`config.mk`:
```
export PLATFORM = sky130hd
export DESIGN_NAME = lane_bit_write_reg
export DESIGN_NICKNAME = d
export VERILOG_FILES = /design/src/rtl/lane_bit_write_pkg.sv /design/src/rtl/lane_bit_write_slice.sv /design/src/rtl/lane_bit_write_reg.sv
export SDC_FILE = /design/constraint.sdc
export NUM_CORES = 1
export LEC_CHECK = 0
export ABC_AREA = 1
export ABC_CLOCK_PERIOD_IN_PS = 1900
export CAP_MARGIN = 20
export CORE_ASPECT_RATIO = 1.75
export CORE_MARGIN = 1
export CORE_UTILIZATION = 32
export CTS_BUF_LIST = sky130_fd_sc_hd__clkbuf_8
export DETAILED_ROUTE_END_ITERATION = 6
export PLACE_DENSITY = 0.63
export SYNTH_ARGS = -nofsm -noshare
export SYNTH_HDL_FRONTEND = slang
export SYNTH_SLANG_ARGS = --single-unit
export TNS_END_PERCENT = 30
```
`constraint.sdc`:
```
create_clock -name clk -period 1.9 [get_ports clk]
set_input_delay 0.38 -clock clk [delete_from_list [all_inputs] [get_ports clk]]
set_output_delay 0.38 -clock clk [all_outputs]
set_load 0.005 [all_outputs]
```
`src/rtl/lane_bit_write_pkg.sv`:
```
// -----------------------------------------------------------------------------
// lane_bit_write_pkg
// Shared types and helpers for the lane_bit_write_reg register bank.
//   lane_op_e  : per-lane operation selector (LOAD / SET / CLR / TGL)
//   MAX_LANE_W : widest lane the apply_op helper can process
//   apply_op   : combines the current lane value with a data/mask word
// -----------------------------------------------------------------------------
package lane_bit_write_pkg;

  typedef enum logic [1:0] {
    OP_LOAD = 2'd0,
    OP_SET  = 2'd1,
    OP_CLR  = 2'd2,
    OP_TGL  = 2'd3
  } lane_op_e;

  localparam int MAX_LANE_W = 32;

  // Lane values are zero-extended to MAX_LANE_W by the caller, so one
  // function serves every lane width.
  function automatic logic [MAX_LANE_W-1:0] apply_op(
    input logic [MAX_LANE_W-1:0] cur,
    input logic [MAX_LANE_W-1:0] mask,
    input lane_op_e              op
  );
    logic [MAX_LANE_W-1:0] res;
    case (op)
      OP_LOAD: res = mask;
      OP_SET:  res = cur | mask;
      OP_CLR:  res = cur & ~mask;
      OP_TGL:  res = cur ^ mask;
      default: res = cur;
    endcase
    return res;
  endfunction

endpackage

```
`src/rtl/lane_bit_write_slice.sv`:
```
// -----------------------------------------------------------------------------
// lane_bit_write_slice
// One lane of the register bank: holds LANE_W bits plus the lane dirty flag.
// Ports:
//   clk, rst_n      clock, asynchronous active-low reset
//   clr_i           synchronous clear of the lane to RST_VAL (highest priority)
//   we_i, op_i      lane operation enable and operation select
//   d_i             data/mask for the lane operation
//   bit_hit_i       decoded single-bit write hits, one per lane bit
//   bit_val_i       value written on a bit hit
//   dirty_clr_i     clear request for the dirty flag
//   q_o, dirty_o    registered lane value and dirty flag
// -----------------------------------------------------------------------------
module lane_bit_write_slice
  import lane_bit_write_pkg::*;
#(
  parameter int                LANE_W  = 4,
  parameter logic [LANE_W-1:0] RST_VAL = '0
) (
  input  logic              clk,
  input  logic              rst_n,
  input  logic              clr_i,
  input  logic              we_i,
  input  lane_op_e          op_i,
  input  logic [LANE_W-1:0] d_i,
  input  logic [LANE_W-1:0] bit_hit_i,
  input  logic              bit_val_i,
  input  logic              dirty_clr_i,
  output logic [LANE_W-1:0] q_o,
  output logic              dirty_o
);

  if (LANE_W > MAX_LANE_W || LANE_W < 1) begin : g_bad_lane_w
    $error("lane_bit_write_slice: LANE_W out of supported range");
  end

  logic [LANE_W-1:0]     lane_q;
  logic [LANE_W-1:0]     lane_d;
  logic                  dirty_q;
  logic                  dirty_d;
  logic [MAX_LANE_W-1:0] cur_ext_s;
  logic [MAX_LANE_W-1:0] mask_ext_s;
  logic [LANE_W-1:0]     op_res_s;

  // Next lane value: clear beats everything, a bit hit beats the lane op.
  always_comb begin
    cur_ext_s                = '0;
    cur_ext_s[LANE_W-1:0]    = lane_q;
    mask_ext_s               = '0;
    mask_ext_s[LANE_W-1:0]   = d_i;
    op_res_s                 = LANE_W'(apply_op(cur_ext_s, mask_ext_s, op_i));
    lane_d                   = lane_q;
    if (clr_i) begin
      lane_d = RST_VAL;
    end else begin
      for (int k = 0; k < LANE_W; k++) begin
        if (bit_hit_i[k]) begin
          lane_d[k] = bit_val_i;
        end else if (we_i) begin
          lane_d[k] = op_res_s[k];
        end else begin
          lane_d[k] = lane_q[k];
        end
      end
    end
    // A change in this cycle sets the flag even if a clear is requested.
    dirty_d = (lane_d != lane_q) | (dirty_q & ~dirty_clr_i);
  end

  // Lane storage and dirty flag.
  always_ff @(posedge clk or negedge rst_n) begin
    if (!rst_n) begin
      lane_q  <= RST_VAL;
      dirty_q <= 1'b0;
    end else begin
      lane_q  <= lane_d;
      dirty_q <= dirty_d;
    end
  end

  assign q_o     = lane_q;
  assign dirty_o = dirty_q;

endmodule

```
`src/rtl/lane_bit_write_reg.sv`:
```
// -----------------------------------------------------------------------------
// lane_bit_write_reg
// Multi-lane register bank with whole-lane operations and a single-bit
// indexed write.
// Ports:
//   clk, rst_n   clock, asynchronous active-low reset
//   lane_clr     per-lane synchronous clear to the lane slice of RST_VAL
//   lane_we      per-lane operation enable
//   lane_op      per-lane operation, 2 bits per lane (lane_op_e)
//   d            data/mask, lane i uses d[i*LANE_W +: LANE_W]
//   bit_we       single-bit write enable
//   bit_idx      bit index; values >= WIDTH are out of range
//   bit_val      value written to q[bit_idx]
//   dirty_clr    per-lane dirty flag clear
//   q            register contents
//   dirty        per-lane "modified since last clear" flags
//   idx_err      one-cycle pulse after an out-of-range bit write
// -----------------------------------------------------------------------------
module lane_bit_write_reg
  import lane_bit_write_pkg::*;
#(
  parameter int               WIDTH   = 8,
  parameter int               LANES   = 2,
  parameter int               LANE_W  = 4,
  parameter logic [WIDTH-1:0] RST_VAL = '0,
  localparam int              IDX_W   = $clog2(WIDTH) + 1
) (
  input  logic               clk,
  input  logic               rst_n,
  input  logic [LANES-1:0]   lane_clr,
  input  logic [LANES-1:0]   lane_we,
  input  logic [2*LANES-1:0] lane_op,
  input  logic [WIDTH-1:0]   d,
  input  logic               bit_we,
  input  logic [IDX_W-1:0]   bit_idx,
  input  logic               bit_val,
  input  logic [LANES-1:0]   dirty_clr,
  output logic [WIDTH-1:0]   q,
  output logic [LANES-1:0]   dirty,
  output logic               idx_err
);

  if (WIDTH != LANES * LANE_W) begin : g_bad_param
    $error("lane_bit_write_reg: WIDTH must equal LANES*LANE_W");
  end

  logic [WIDTH-1:0] bit_hit_s;
  logic             idx_oob_s;
  logic             idx_err_q;
  logic             idx_err_d;

  // One-hot decode of the bit index; an out-of-range index hits nothing.
  always_comb begin
    idx_oob_s = (bit_idx >= IDX_W'(WIDTH));
    for (int j = 0; j < WIDTH; j++) begin
      bit_hit_s[j] = bit_we & ~idx_oob_s & (bit_idx == IDX_W'(j));
    end
    idx_err_d = bit_we & idx_oob_s;
  end

  // Out-of-range flag: a single-cycle pulse, cleared whenever no error occurs.
  always_ff @(posedge clk or negedge rst_n) begin
    if (!rst_n) begin
      idx_err_q <= 1'b0;
    end else begin
      idx_err_q <= idx_err_d;
    end
  end

  assign idx_err = idx_err_q;

  for (genvar i = 0; i < LANES; i++) begin : g_lane
    lane_bit_write_slice #(
      .LANE_W  (LANE_W),
      .RST_VAL (RST_VAL[i*LANE_W +: LANE_W])
    ) u_slice (
      .clk         (clk),
      .rst_n       (rst_n),
      .clr_i       (lane_clr[i]),
      .we_i        (lane_we[i]),
      .op_i        (lane_op_e'(lane_op[2*i +: 2])),
      .d_i         (d[i*LANE_W +: LANE_W]),
      .bit_hit_i   (bit_hit_s[i*LANE_W +: LANE_W]),
      .bit_val_i   (bit_val),
      .dirty_clr_i (dirty_clr[i]),
      .q_o         (q[i*LANE_W +: LANE_W]),
      .dirty_o     (dirty[i])
    );
  end

endmodule

```
==> results by stage <==
Route:
- The count of antenna-violating nets left after detailed routing is 0.
- After the first detailed-routing iteration, the DRC count stood at 18.
- The total via count after detailed routing is 1,537.
- The DRC violations left is 0.
- In the final routed layout, each cell accounts on average for 10.3 um.
- The count of TritonRoute iterations in the first routing pass is 4.
- Wires add up to 3440 um.
- In the routed layout, each cell is associated on average with a via count of 4.59.

Worst setup path:
- The worst stage delay on the critical path is 500 ps.
- By startpoint and endpoint, the worst setup path is classified as in2reg.
- The worst setup path startpoint is bit_we.
- STA classifies the critical path endpoint as a register.
- The cell with the biggest individual delay on the critical path is sky130_fd_sc_hd__clkdlybuf4s50_1.
- The signal arrival time at the worst endpoint is 1870 ps.
- The worst flop-to-flop path startpoint is g_lane[0].u_slice.q_o[2]$_DFF_PN0_.
- Measured in cells, the most critical reg-to-reg path has a length of 11.
- In this run the worst setup path terminates at g_lane[0].u_slice.dirty_o$_DFF_PN0_.
- The flop-to-flop setup slack is 320 ps.
- The most numerous cell type found on the critical path is sky130_fd_sc_hd__nand2_1.
- Traced cell by cell, the critical path runs through clkdlybuf4s50_1 -> inv_1 -> nor2_4 -> nand3_1 -> nand2_1 -> inv_2 -> nand2_2 -> nand2_2 -> nand2_1 -> nand2_1 -> nor2_1 -> nand3_1.
- Data on the critical path is required at its endpoint by 2020 ps.
- The category of the worst setup path launch point is an input port.
- The maximum fanout encountered on the critical timing path is 8.
- The terminus of the critical flop-to-flop path is g_lane[0].u_slice.dirty_o$_DFF_PN0_.

Power:
- The switching portion of total power is 33.6%.
- Combinational logic burns 40.7% of the power.
- The internal power of the cells totals 580 uW.
- Across the VDD grid, the largest voltage drop is 0.231 mV.
- The leakage power total is 1.12 nW.
- Per report_power, the clock group accounts for 27.7% of the total.
- The share of power burned in registers is 31.6%.
- In this run the power density over the cells is 438 nW/um^2.
- In this run the power spent charging and discharging nets is 294 uW.
- The design draws 873 uW.

Clock network:
- The maximum clock path buffer count is 2.
- In this run, CTS created clock tree buffers numbering 3.
- Clock tree synthesis selected as its root buffer the cell sky130_fd_sc_hd__clkbuf_8.
- After clock tree synthesis, the clock-pin slew on the worst setup and hold paths is 60 ps.
- The clock tree from TritonCTS is done.
- The number of H-tree levels is 1.
- The number of sinks on the clock net is 11.
- At the later pin of the worst-skew pair, clock insertion delay measures 240 ps.
- The hold buffer count at CTS is 0.
- After clock tree synthesis, the setup repair step added 0 buffers.

Timing:
- Headroom to the max-slew limit came out at 62.7%.
- The count of final max-slew check failures is 0.
- The pin slew with the least headroom to its limit is 557 ps.
- The final period demand of the worst path is 1750 ps.
- Summed over all failing endpoints, the final setup total negative slack is 0 ps.
- Between clock sinks in the finished design, the worst skew comes to 0.687 ps.
- The final-report setup violation count is 0.
- The share of the clock period used by the worst path is 92.1%.
- The number of hold violations in the final report is 0.
- Setup repair after global routing left no endpoint under its margin.
- Timing would allow up to 572 MHz.
- The final setup slack of the worst path is 151 ps.

Final layout:
- The cell area after layout is 1990 sq um.
- The share of the core filled with cells is 48.0%.
- Relative to the synthesized area, the layout overhead comes to 44.2%.
- The top cell types in the final layout, fill and taps aside, are sky130_fd_sc_hd__nand2_1 (59), sky130_fd_sc_hd__inv_1 (38), sky130_fd_sc_hd__nand3_1 (36).
- The antenna diode count is 0.
- The count of nets after finishing is 329.
- The leading cell type in the layout, fill and taps excluded is sky130_fd_sc_hd__nand2_1.
- In the final layout, the share of cells above drive strength 1 is 17.8%.

Global routing:
- The via count of the first global-routing pass is 1,423.
- The pin count of the biggest net entering global routing is 12.
- The wire length of the first global-routing pass is 5800 um.
- The number of antenna violations at the first check in global routing is 0.
- Global routing consumed, over all layers together, 16.7% of the routing resources.
- The overall overflow remaining after global route is 0.

Logic synthesis:
- Summing the areas of all compound-gate instances in the mapped netlist gives 8.70% of the synthesized area.
- For this run, the number of Yosys warnings is 0.
- Sequential cells were found to cover 19.9% of the synthesized design area.
- The main combinational cell family by area after synthesis is simple AND/OR/NAND/NOR gates.
- The net count after synthesis is 273.
- In this run the mean area of a mapped cell was 5.98 sq um.
- The synthesized netlist contains 17 unique library cells.
- The synthesized instance count is 231.
- After synthesis the netlist holds a flip-flop and latch count of 11.
- The post-synthesis share of cell area spent on xor and xnor gates is 0%.
- The synthesized-area fraction occupied by and/or/nand/nor cells is 40.5%.
- Multiplexer cells account for 0% of the synthesized area.
- The netlist area before placement is 1380 sq um.
- The adder-cell share of the synthesized area is 14.5%.

Die:
- Row generation in the floorplan step produced 31 rows.
- The total I/O pin count is 37.
- The initial standard-cell utilization of the core is 33.3%.
- The total area inside the core boundary comes to 4150 sq um.
- The full die area is 4590 sq um.
- The die is 88.9 um tall.
- The die outline width is 51.7 um.

Placed design:
- Summed over all nets, the half-perimeter wirelength after detailed placement is 2890 um.
- After detailed placement, the total cell area comes to 1910 sq um.
- The worst slack after detailed placement is -189 ps.
- Port buffering added 36 buffers.
- The final estimated routing congestion in global placement is 0.795.

Outcome:
- The flow ran to the end, and the final reports show no timing, DRC or antenna violations.

Min path:
- The path class of the tightest hold or removal check is in2async.

Run:
- The number of max-capacitance violations reported is 0.
sequential cells by signal (all words and copies together), names as in the netlist:
| signal | cells |
|---|---|
| g_lane.u_slice.dirty_o | 2 |
| g_lane.u_slice.q_o | 8 |
| idx_err | 1 |
worst max-delay path: cells and delay by family:
family	cells	cell delay [ps]
buf+inv	3	620
simple gates	9	860
layout make-up:
class	instances	area (sq um)
multi-input cells	166	907
inverters	48	180
flip-flops and latches	11	275
fillers	438	2160
clock inverters	1	3.75
clock buffers	3	41.3
well taps	49	61.3
repair buffers	57	523
timing repair:
item	CTS	global route
hold endpoints to repair	0	0
setup endpoints to repair	0	2
resized for setup	0	9
metrics by stage:
stage | std cells | hold slack (ps)
after floorplan | 231 | 84.4
after global placement | 331 | 575
after detailed placement | 331 | 580
after CTS | 335 | 521
after global routing | 335 | 513
final | 335 | 498
cell families after synthesis:
kind of cell | count (synthesis)
and+or+nand+nor | 126
buffers and inverters | 54
AOI/OAI and AO/OA | 24
adders and majority gates | 16
DFF | 11
synth_stat cells (all sizes together):
| master | number | area [sq um] |
|---|---|---|
| a21oi | 18 | 90.1 |
| nand4 | 3 | 18.8 |
| ha | 16 | 200 |
| o21ai | 6 | 30.0 |
| buf | 6 | 46.3 |
| nand2 | 63 | 246 |
| inv | 48 | 180 |
| nor2 | 23 | 109 |
| nand3 | 37 | 185 |
| dfrtp | 11 | 275 |
how the worst min path moves through the flow:
stage,depth (start not counted),from,slack (ps),end
6_report,1,rst_n,500,idx_err$_DFF_PN0_
5_1_grt,3,bit_idx[3],510,idx_err$_DFF_PN0_
4_1_cts,1,rst_n,520,idx_err$_DFF_PN0_
3_5_place_dp,4,g_lane[1].u_slice.dirty_o$_DFF_PN0_,580,g_lane[1].u_slice.dirty_o$_DFF_PN0_
3_3_place_gp,4,g_lane[1].u_slice.dirty_o$_DFF_PN0_,580,g_lane[1].u_slice.dirty_o$_DFF_PN0_
2_1_floorplan,0,rst_n,80,g_lane[0].u_slice.dirty_o$_DFF_PN0_
routing by layer:
metal / track usage, % / wire, um / up-vias
met2: 34.0 / 1940 / 28
li1: - / - / 830
met4: 6.63 / 64 / 0
met1: 15.8 / 1310 / 673
met5: 0 / 0 / -
met3: 2.55 / 117 / 6
power groups by stage:
stage | clock network, mW | registers [mW] | logic (mW)
6_report | 0.242 | 0.276 | 0.355
4_1_cts | 0.246 | 0.277 | 0.352
5_1_grt | 0.260 | 0.279 | 0.406
3_3_place_gp | 0 | 0.280 | 0.348
2_1_floorplan | 0 | 0.276 | 0.186
3_5_place_dp | 0 | 0.281 | 0.350
Power figures use the tool's default switching activity.
